[src/rtl/edf_deadline_scheduler.sv]
// Earliest-deadline-first arbiter. Every queue has a relative deadline (period)
// and a countdown counter. The scheduler offers the pending queue whose counter
// is closest to expiry. It holds that offer until it is accepted, then pauses for
// one cycle so the reloaded counter is visible before the next pick.
module edf_deadline_scheduler #(
  parameter int QUEUE_NUMBER = 4,
  parameter int VALUE_SIZE   = 16
) (
  input  logic                               aclk,
  input  logic                               aresetn,
  input  logic [QUEUE_NUMBER*VALUE_SIZE-1:0] in_period,
  input  logic                               in_period_load,
  input  logic [QUEUE_NUMBER-1:0]            in_nonempty,
  input  logic                               in_ready,
  output logic                               out_valid,
  output logic [QUEUE_NUMBER-1:0]            out_grant,
  output logic [VALUE_SIZE-1:0]              out_deadline
);

  typedef enum logic [1:0] {
    IDLE,
    OFFER,
    SETTLE
  } state_e;

  localparam logic [VALUE_SIZE-1:0] VAL_ONE  = VALUE_SIZE'(1);
  localparam logic [VALUE_SIZE-1:0] VAL_ZERO = '0;

  state_e                  state_q, state_d;
  logic [QUEUE_NUMBER-1:0] grant_q, grant_d;
  logic [VALUE_SIZE-1:0]   deadline_q, deadline_d;

  logic [VALUE_SIZE-1:0]   period_q [QUEUE_NUMBER];
  logic [VALUE_SIZE-1:0]   period_d [QUEUE_NUMBER];
  logic [VALUE_SIZE-1:0]   count_q  [QUEUE_NUMBER];
  logic [VALUE_SIZE-1:0]   count_d  [QUEUE_NUMBER];

  logic                    handshake;
  logic                    sel_found;
  logic [QUEUE_NUMBER-1:0] sel_grant;
  logic [VALUE_SIZE-1:0]   sel_value;

  assign handshake    = (state_q == OFFER) && in_ready;
  assign out_valid    = (state_q == OFFER);
  assign out_grant    = grant_q;
  assign out_deadline = deadline_q;

  // Counter next-state: a period load wins, then the reload of the accepted queue, else saturating countdown
  always_comb begin
    for (int i = 0; i < QUEUE_NUMBER; i++) begin
      period_d[i] = period_q[i];
      count_d[i]  = (count_q[i] == VAL_ZERO) ? VAL_ZERO : (count_q[i] - VAL_ONE);
      if (handshake && grant_q[i]) begin
        count_d[i] = period_q[i];
      end
      if (in_period_load) begin
        period_d[i] = in_period[i*VALUE_SIZE +: VALUE_SIZE];
        count_d[i]  = in_period[i*VALUE_SIZE +: VALUE_SIZE];
      end
    end
  end

  // Minimum search over the counter values that will be current when the offer appears; strict compare keeps the lowest index on ties
  always_comb begin
    sel_found = 1'b0;
    sel_grant = '0;
    sel_value = '1;
    for (int i = 0; i < QUEUE_NUMBER; i++) begin
      if (in_nonempty[i] && (!sel_found || (count_d[i] < sel_value))) begin
        sel_found    = 1'b1;
        sel_grant    = '0;
        sel_grant[i] = 1'b1;
        sel_value    = count_d[i];
      end
    end
  end

  // Offer FSM: capture a selection in IDLE, freeze it in OFFER, spend one quiet cycle in SETTLE
  always_comb begin
    state_d    = state_q;
    grant_d    = grant_q;
    deadline_d = deadline_q;
    case (state_q)
      IDLE: begin
        if (|in_nonempty) begin
          state_d    = OFFER;
          grant_d    = sel_grant;
          deadline_d = sel_value;
        end
      end
      OFFER: begin
        if (in_ready) begin
          state_d = SETTLE;
          grant_d = '0;
        end
      end
      SETTLE: begin
        state_d = IDLE;
      end
      default: begin
        state_d = IDLE;
        grant_d = '0;
      end
    endcase
  end

  // FSM and offer registers
  always_ff @(posedge aclk or negedge aresetn) begin
    if (!aresetn) begin
      state_q    <= IDLE;
      grant_q    <= '0;
      deadline_q <= '0;
    end else begin
      state_q    <= state_d;
      grant_q    <= grant_d;
      deadline_q <= deadline_d;
    end
  end

  // Period and deadline counter registers, all-ones out of reset
  always_ff @(posedge aclk or negedge aresetn) begin
    if (!aresetn) begin
      for (int i = 0; i < QUEUE_NUMBER; i++) begin
        period_q[i] <= '1;
        count_q[i]  <= '1;
      end
    end else begin
      for (int i = 0; i < QUEUE_NUMBER; i++) begin
        period_q[i] <= period_d[i];
        count_q[i]  <= count_d[i];
      end
    end
  end

endmodule

[config.mk]
export PLATFORM = sky130hd
export DESIGN_NAME = edf_deadline_scheduler
export DESIGN_NICKNAME = d
export VERILOG_FILES = /design/src/rtl/edf_deadline_scheduler.sv
export SDC_FILE = /design/constraint.sdc
export NUM_CORES = 1
export LEC_CHECK = 0
export BUFFER_PORTS_ARGS = -buffer_cell sky130_fd_sc_hd__buf_2
export CAP_MARGIN = 20
export CELL_PAD_IN_SITES_DETAIL_PLACEMENT = 0
export CELL_PAD_IN_SITES_GLOBAL_PLACEMENT = 2
export CORE_ASPECT_RATIO = 1.1
export CORE_MARGIN = 1
export CORE_UTILIZATION = 42
export DETAILED_ROUTE_END_ITERATION = 16
export PLACE_DENSITY = 0.82
export SYNTH_ARGS = -nofsm -noshare
export SYNTH_HDL_FRONTEND = slang
export SYNTH_SLANG_ARGS = --single-unit
export TNS_END_PERCENT = 5
[constraint.sdc]
create_clock -name aclk -period 15.8 [get_ports aclk]
set_clock_uncertainty 0.05 [all_clocks]
set_input_delay 0.79 -clock aclk [delete_from_list [all_inputs] [get_ports aclk]]
set_output_delay 0.79 -clock aclk [all_outputs]
set_load 0.05 [all_outputs]
* Yosys cells after proc, flatten, opt, wreduce, memory -nomap -nowiden
Index checks and enable logic that the tools add are counted.
** Storage, ports and cells
- Flip-flop bits (word level) :: 150
- Latch bits :: 0
- RAM bits :: 0
- Bits in read-only memories :: 0
- Bits of input ports :: 72
- Output and inout bits :: 21
- Logic and storage cells :: 75
- Memories :: 0
** Cells by class
- Add/sub/neg operators :: 4
- $mul :: 0
- Div/mod/pow operators :: 0
- $lt $le $gt $ge :: 3
- Equality and inequality tests :: 4
- Shift-type cells :: 0
- Muxes and demuxes :: 29
- Bitwise gates (word level) :: 1
- Reduce and logical (&&, ||, !) cells :: 23
** Operators by type and width (count)
- two-way mux 16 bit :: 16
- zero test 16 bit :: 4
- subtractor 16 x 1 -> 16 bit, second input constant :: 4
- < comparator 16 bit :: 3
- two-way mux 4 bit :: 5
- one-hot mux 4 bit (3 select lines) :: 1
- logical AND 1 bit :: 8
- two-way mux 1 bit :: 4
- two-way mux 2 bit :: 2
- inequality test 2 bit, second input constant :: 2
- one-hot mux 2 bit (2 select lines) :: 1
- AND reduction 2 bit :: 2
- OR reduction 4 bit :: 1
- zero test 1 bit :: 3
- logical OR 1 bit :: 3
- AND reduction 3 bit :: 1
- equality test 2 x 1 -> 1 bit, second input constant :: 1
- equality test 2 bit, second input constant :: 1
- zero test 2 bit :: 1
- inverter 1 bit :: 1

* Longest topological paths before layout
- Word-level depth :: 20
- Gate-level depth with buffers :: 42
- Mapped depth without buffers :: 39

* Worst setup path after synthesis
Ideal clock, no wire load.
- Kind :: flip-flop to flip-flop
- Start :: register count_q[35] (netlist bit)
- End :: register deadline_q[0], in the netlist out_deadline[0]
- Library setup time :: 82 ps
- Arrival time :: 7856 ps
- Required time :: 15668 ps
- Path slack :: 7812 ps
- Stages on the path, launching flop included :: 38
- Path buffers :: 3
- Clock period less this slack :: 7988 ps
- Path through :: dfstp_2 > nor4_1 > nand2_1 > or4_1 > nor4_1 > xnor2_1 > o221ai_1 > ha_1 > nand4_1 > a21oi_1 > o211ai_1 > o311ai_1 > a211oi_2 > o21ai_2 > buf_4 > mux2i_1 > inv_1 > ha_1 > [2 not listed] > o221ai_1 > and3_1 > nor4b_1 > o211ai_1 > o211ai_2 > buf_6 > mux2_4 > ha_1 > nand4_1 > o22ai_1 > o21a_1 > a2bb2oi_1 > o21bai_1 > o32ai_2 > or2_1 > buf_6 > a221o_1 > a31oi_1
** RTL lines
- start: declaration :: line 35 : logic [VALUE_SIZE-1:0] count_q [QUEUE_NUMBER];
- start signal: indexed assignment :: line 130 : count_q[i] <= count_d[i];
- end signal: assignment :: line 116 : deadline_q <= deadline_d;
- end: declaration :: line 31 : logic [VALUE_SIZE-1:0] deadline_q, deadline_d;

==> results.toml <==
[worst_setup_path]
crit_fanout = 28
startpoint_type = "register"
setup.worst_path.end_class = "register"
timing_worst_setup_path_type = "reg2reg"
crit_slowest_cell = "sky130_fd_sc_hd__nor2_2"
worst_path_largest_cell_delay_ps = 710
cp_data_arrival_time_ps = 10180
critPathRequiredTime_ps = 16070

[yosys]
yosys-top-cells-area = "sky130_fd_sc_hd__dfstp_2 37%, sky130_fd_sc_hd__mux2_2 7.4%, sky130_fd_sc_hd__ha_1 6.9%"
netlist-cell-type-count = 74
synthCells = 869
synth-async-reset-ratio = 1.00
mappedNetlistNets = 991
postSynthAreaPerCell_um2 = 10.4
leading_area_contributor_after_synthesis = "sky130_fd_sc_hd__dfstp_2"
synth_top_cells_by_count = "128 x sky130_fd_sc_hd__dfstp_2, 68 x sky130_fd_sc_hd__nand2_1, 61 x sky130_fd_sc_hd__inv_1, 59 x sky130_fd_sc_hd__mux2_2, 57 x sky130_fd_sc_hd__o21ai_0"
synth_warn = 0
post-synth-top-area-fraction = 0.373
ys_dominant_reg_cell = "sky130_fd_sc_hd__dfstp_2"
ys_ff_latch = 150
synth_seq_area_share = 0.435
synth_edf_count = 0
synth_area_mm2 = 0.00900
yosys.cell_count.top_type = "sky130_fd_sc_hd__dfstp_2"

[sta]
fin_crit_sh = 0.627
fin_hold_ws_ps = 420
setup-violations-final = 0
worst-slew-pin-transition_ps = 906
grt_setup_unrepaired = "false"
slew_viol_final = 0
highest_clock_frequency_the_design_can_meet_mhz = 101
slew-limit-headroom = 0.394
count_of_endpoints_failing_hold_in_the_final_timing_report = 0
fin_setup_tns_ps = 0
period_needed_ps = 9910

[clock_tree]
cts_root_buf = "sky130_fd_sc_hd__clkbuf_16"
ctsLongestPathBuffers = 2
cts-htree-levels = 4
tritoncts = "done"
cts_sinks = 150
clock_pin_slew_of_the_registers_on_the_worst_case_setup_and_hold_paths_ps = 60
clock_insertion_delay_worst_skew_ps = 430
cts_buffers = 17
hold_bufs_at_cts = 0
cts_resized = 0
postCtsSetupBuffers = 0

[floorplanning]
fp.coreArea_mm2 = 0.0208
num_io_pins = 93
floorplan.initialDensity = 0.433
die_y_um = 156
placementRows = 55
die_width_um = 142
die-area_mm2 = 0.0220

[placed_design]
gp_routability_congestion = 0.868
number_of_input_and_output_port_buffers_inserted = 92
post-place-cells = 1226
place_hpwl_um = 18000

[power_and_ir_drop]
p_per_area_mw_per_mm2 = 145
total_power_mw = 1.51
static-leakage-power_nw = 4.53
max-vdd-ir-drop_mv = 0.0771

[global_routing]
grt_antenna_before_repair = 0
grt_util_all_layers = 0.225
grt_first_pass_wirelength_um = 37400
congestion_overflow_gr = 0
grt_pass1_vias = 6909
grt_max_degree = 92

[detailed_routing]
avgViaCountPerCell = 5.54
detail_route.first_pass.iterations = 9
drc = 0
route.final.wire_length_um = 23500
via_count = 6969
first_iter_violations = 501
wl_per_cell_um = 18.7
postRouteAntennaNets = 0

[flow_run]
cap_violations = 0

[final_layout]
antennaDiodeCount = 0
layoutNonFillerInstCount = 1257
drive_gt1_frac = 0.364
fin_nets = 1082
num-fill-cells = 1997
area_delta_synth_final_pct = 15.5

[status]
status = "finished, final reports clean"

[min_path]
min-delay-path-class = "in2async"
-- metal layers --
metal	vias to the layer above	GRT usage	share of wire
met5	-	0	0
met4	0	0.0686	0.017
met3	27	0.0393	0.038
met2	146	0.389	0.50
met1	3421	0.285	0.44
li1	3375	-	-
-- flip-flops by register name, indices dropped and copies added, names as in the netlist --
signal / count
count_q: 64
period_q: 64
out_deadline: 16
out_grant: 4
state_q: 2
-- cell type report --
cell class | count | area (µm²) | area share
clock buffers | 20 | 478 | 0.0459
clock inverters | 11 | 145 | 0.0139
inverters | 61 | 229 | 0.0220
multi-input cells | 623 | 4700 | 0.452
flip-flops and latches | 150 | 3910 | 0.376
well taps | 285 | 357 | 0.0343
repair buffers | 107 | 582 | 0.0559
-- power breakdown --
part / total, mW / leakage, nW / switching, mW / internal (mW)
sequential: 0.548 / 1.62 / 0.0583 / 0.490
combinational: 0.538 / 2.62 / 0.343 / 0.196
clock: 0.426 / 0.299 / 0.161 / 0.265
total: 1.51 / 4.53 / 0.562 / 0.951
-- worst max-delay path, delay by kind of cell (launching register included) --
family          cells  cell delay, ps
compound gates     20            4350
flops               1             390
buf+inv             4             930
fa+ha+maj           3             940
simple gates        7            2520
mux                 2             610
-- cell families (layout without fill, tap and decap cells) --
kind of cell / Yosys count / in the layout / share of synthesized area
compound gates: 218 / 218 / 0.169
xor+xnor: 48 / 48 / 0.0467
flops: 150 / 150 / 0.435
fa+ha+maj: 50 / 50 / 0.0695
buf+inv: 96 / 199 / 0.0434
mux: 87 / 87 / 0.111
simple gates: 220 / 220 / 0.127
-- through the flow --
step                cell area (µm²)  utilization  worst slack, ps
floorplan                      9000            -             7810
global placement               9780        0.471             6030
detailed placement             9780        0.471             5990
CTS                           10400        0.501             5920
global route                  10400        0.501             4820
finish                        10400        0.501             5890
-- final timing paths --
| check | startpoint | end | slack (ps) | cells after the start |
|---|---|---|---|---|
| max reg2reg | count_q[35] | out_deadline[2] | 5890 | 36 |
| max in group asynchronous | aresetn | out_grant[3] | 14000 | 2 |
| min | aresetn | out_deadline[13] | 420 | 1 |
| min in group aclk | period_q[44] | period_q[44] | 420 | 2 |
| max | count_q[35] | out_deadline[2] | 5890 | 36 |
| min reg2reg | period_q[44] | period_q[44] | 420 | 2 |
-- cell usage in the layout (no fill, tap or decap), types with 32 or more instances in the layout --
master and instances:
sky130_fd_sc_hd__a22oi_1 32, sky130_fd_sc_hd__buf_2 90, sky130_fd_sc_hd__dfstp_2 128, sky130_fd_sc_hd__ha_1 50
sky130_fd_sc_hd__inv_1 61, sky130_fd_sc_hd__mux2_2 59, sky130_fd_sc_hd__nand2_1 68, sky130_fd_sc_hd__nor2_1 37
sky130_fd_sc_hd__o21ai_0 57
(Power assumes the default switching activity.)
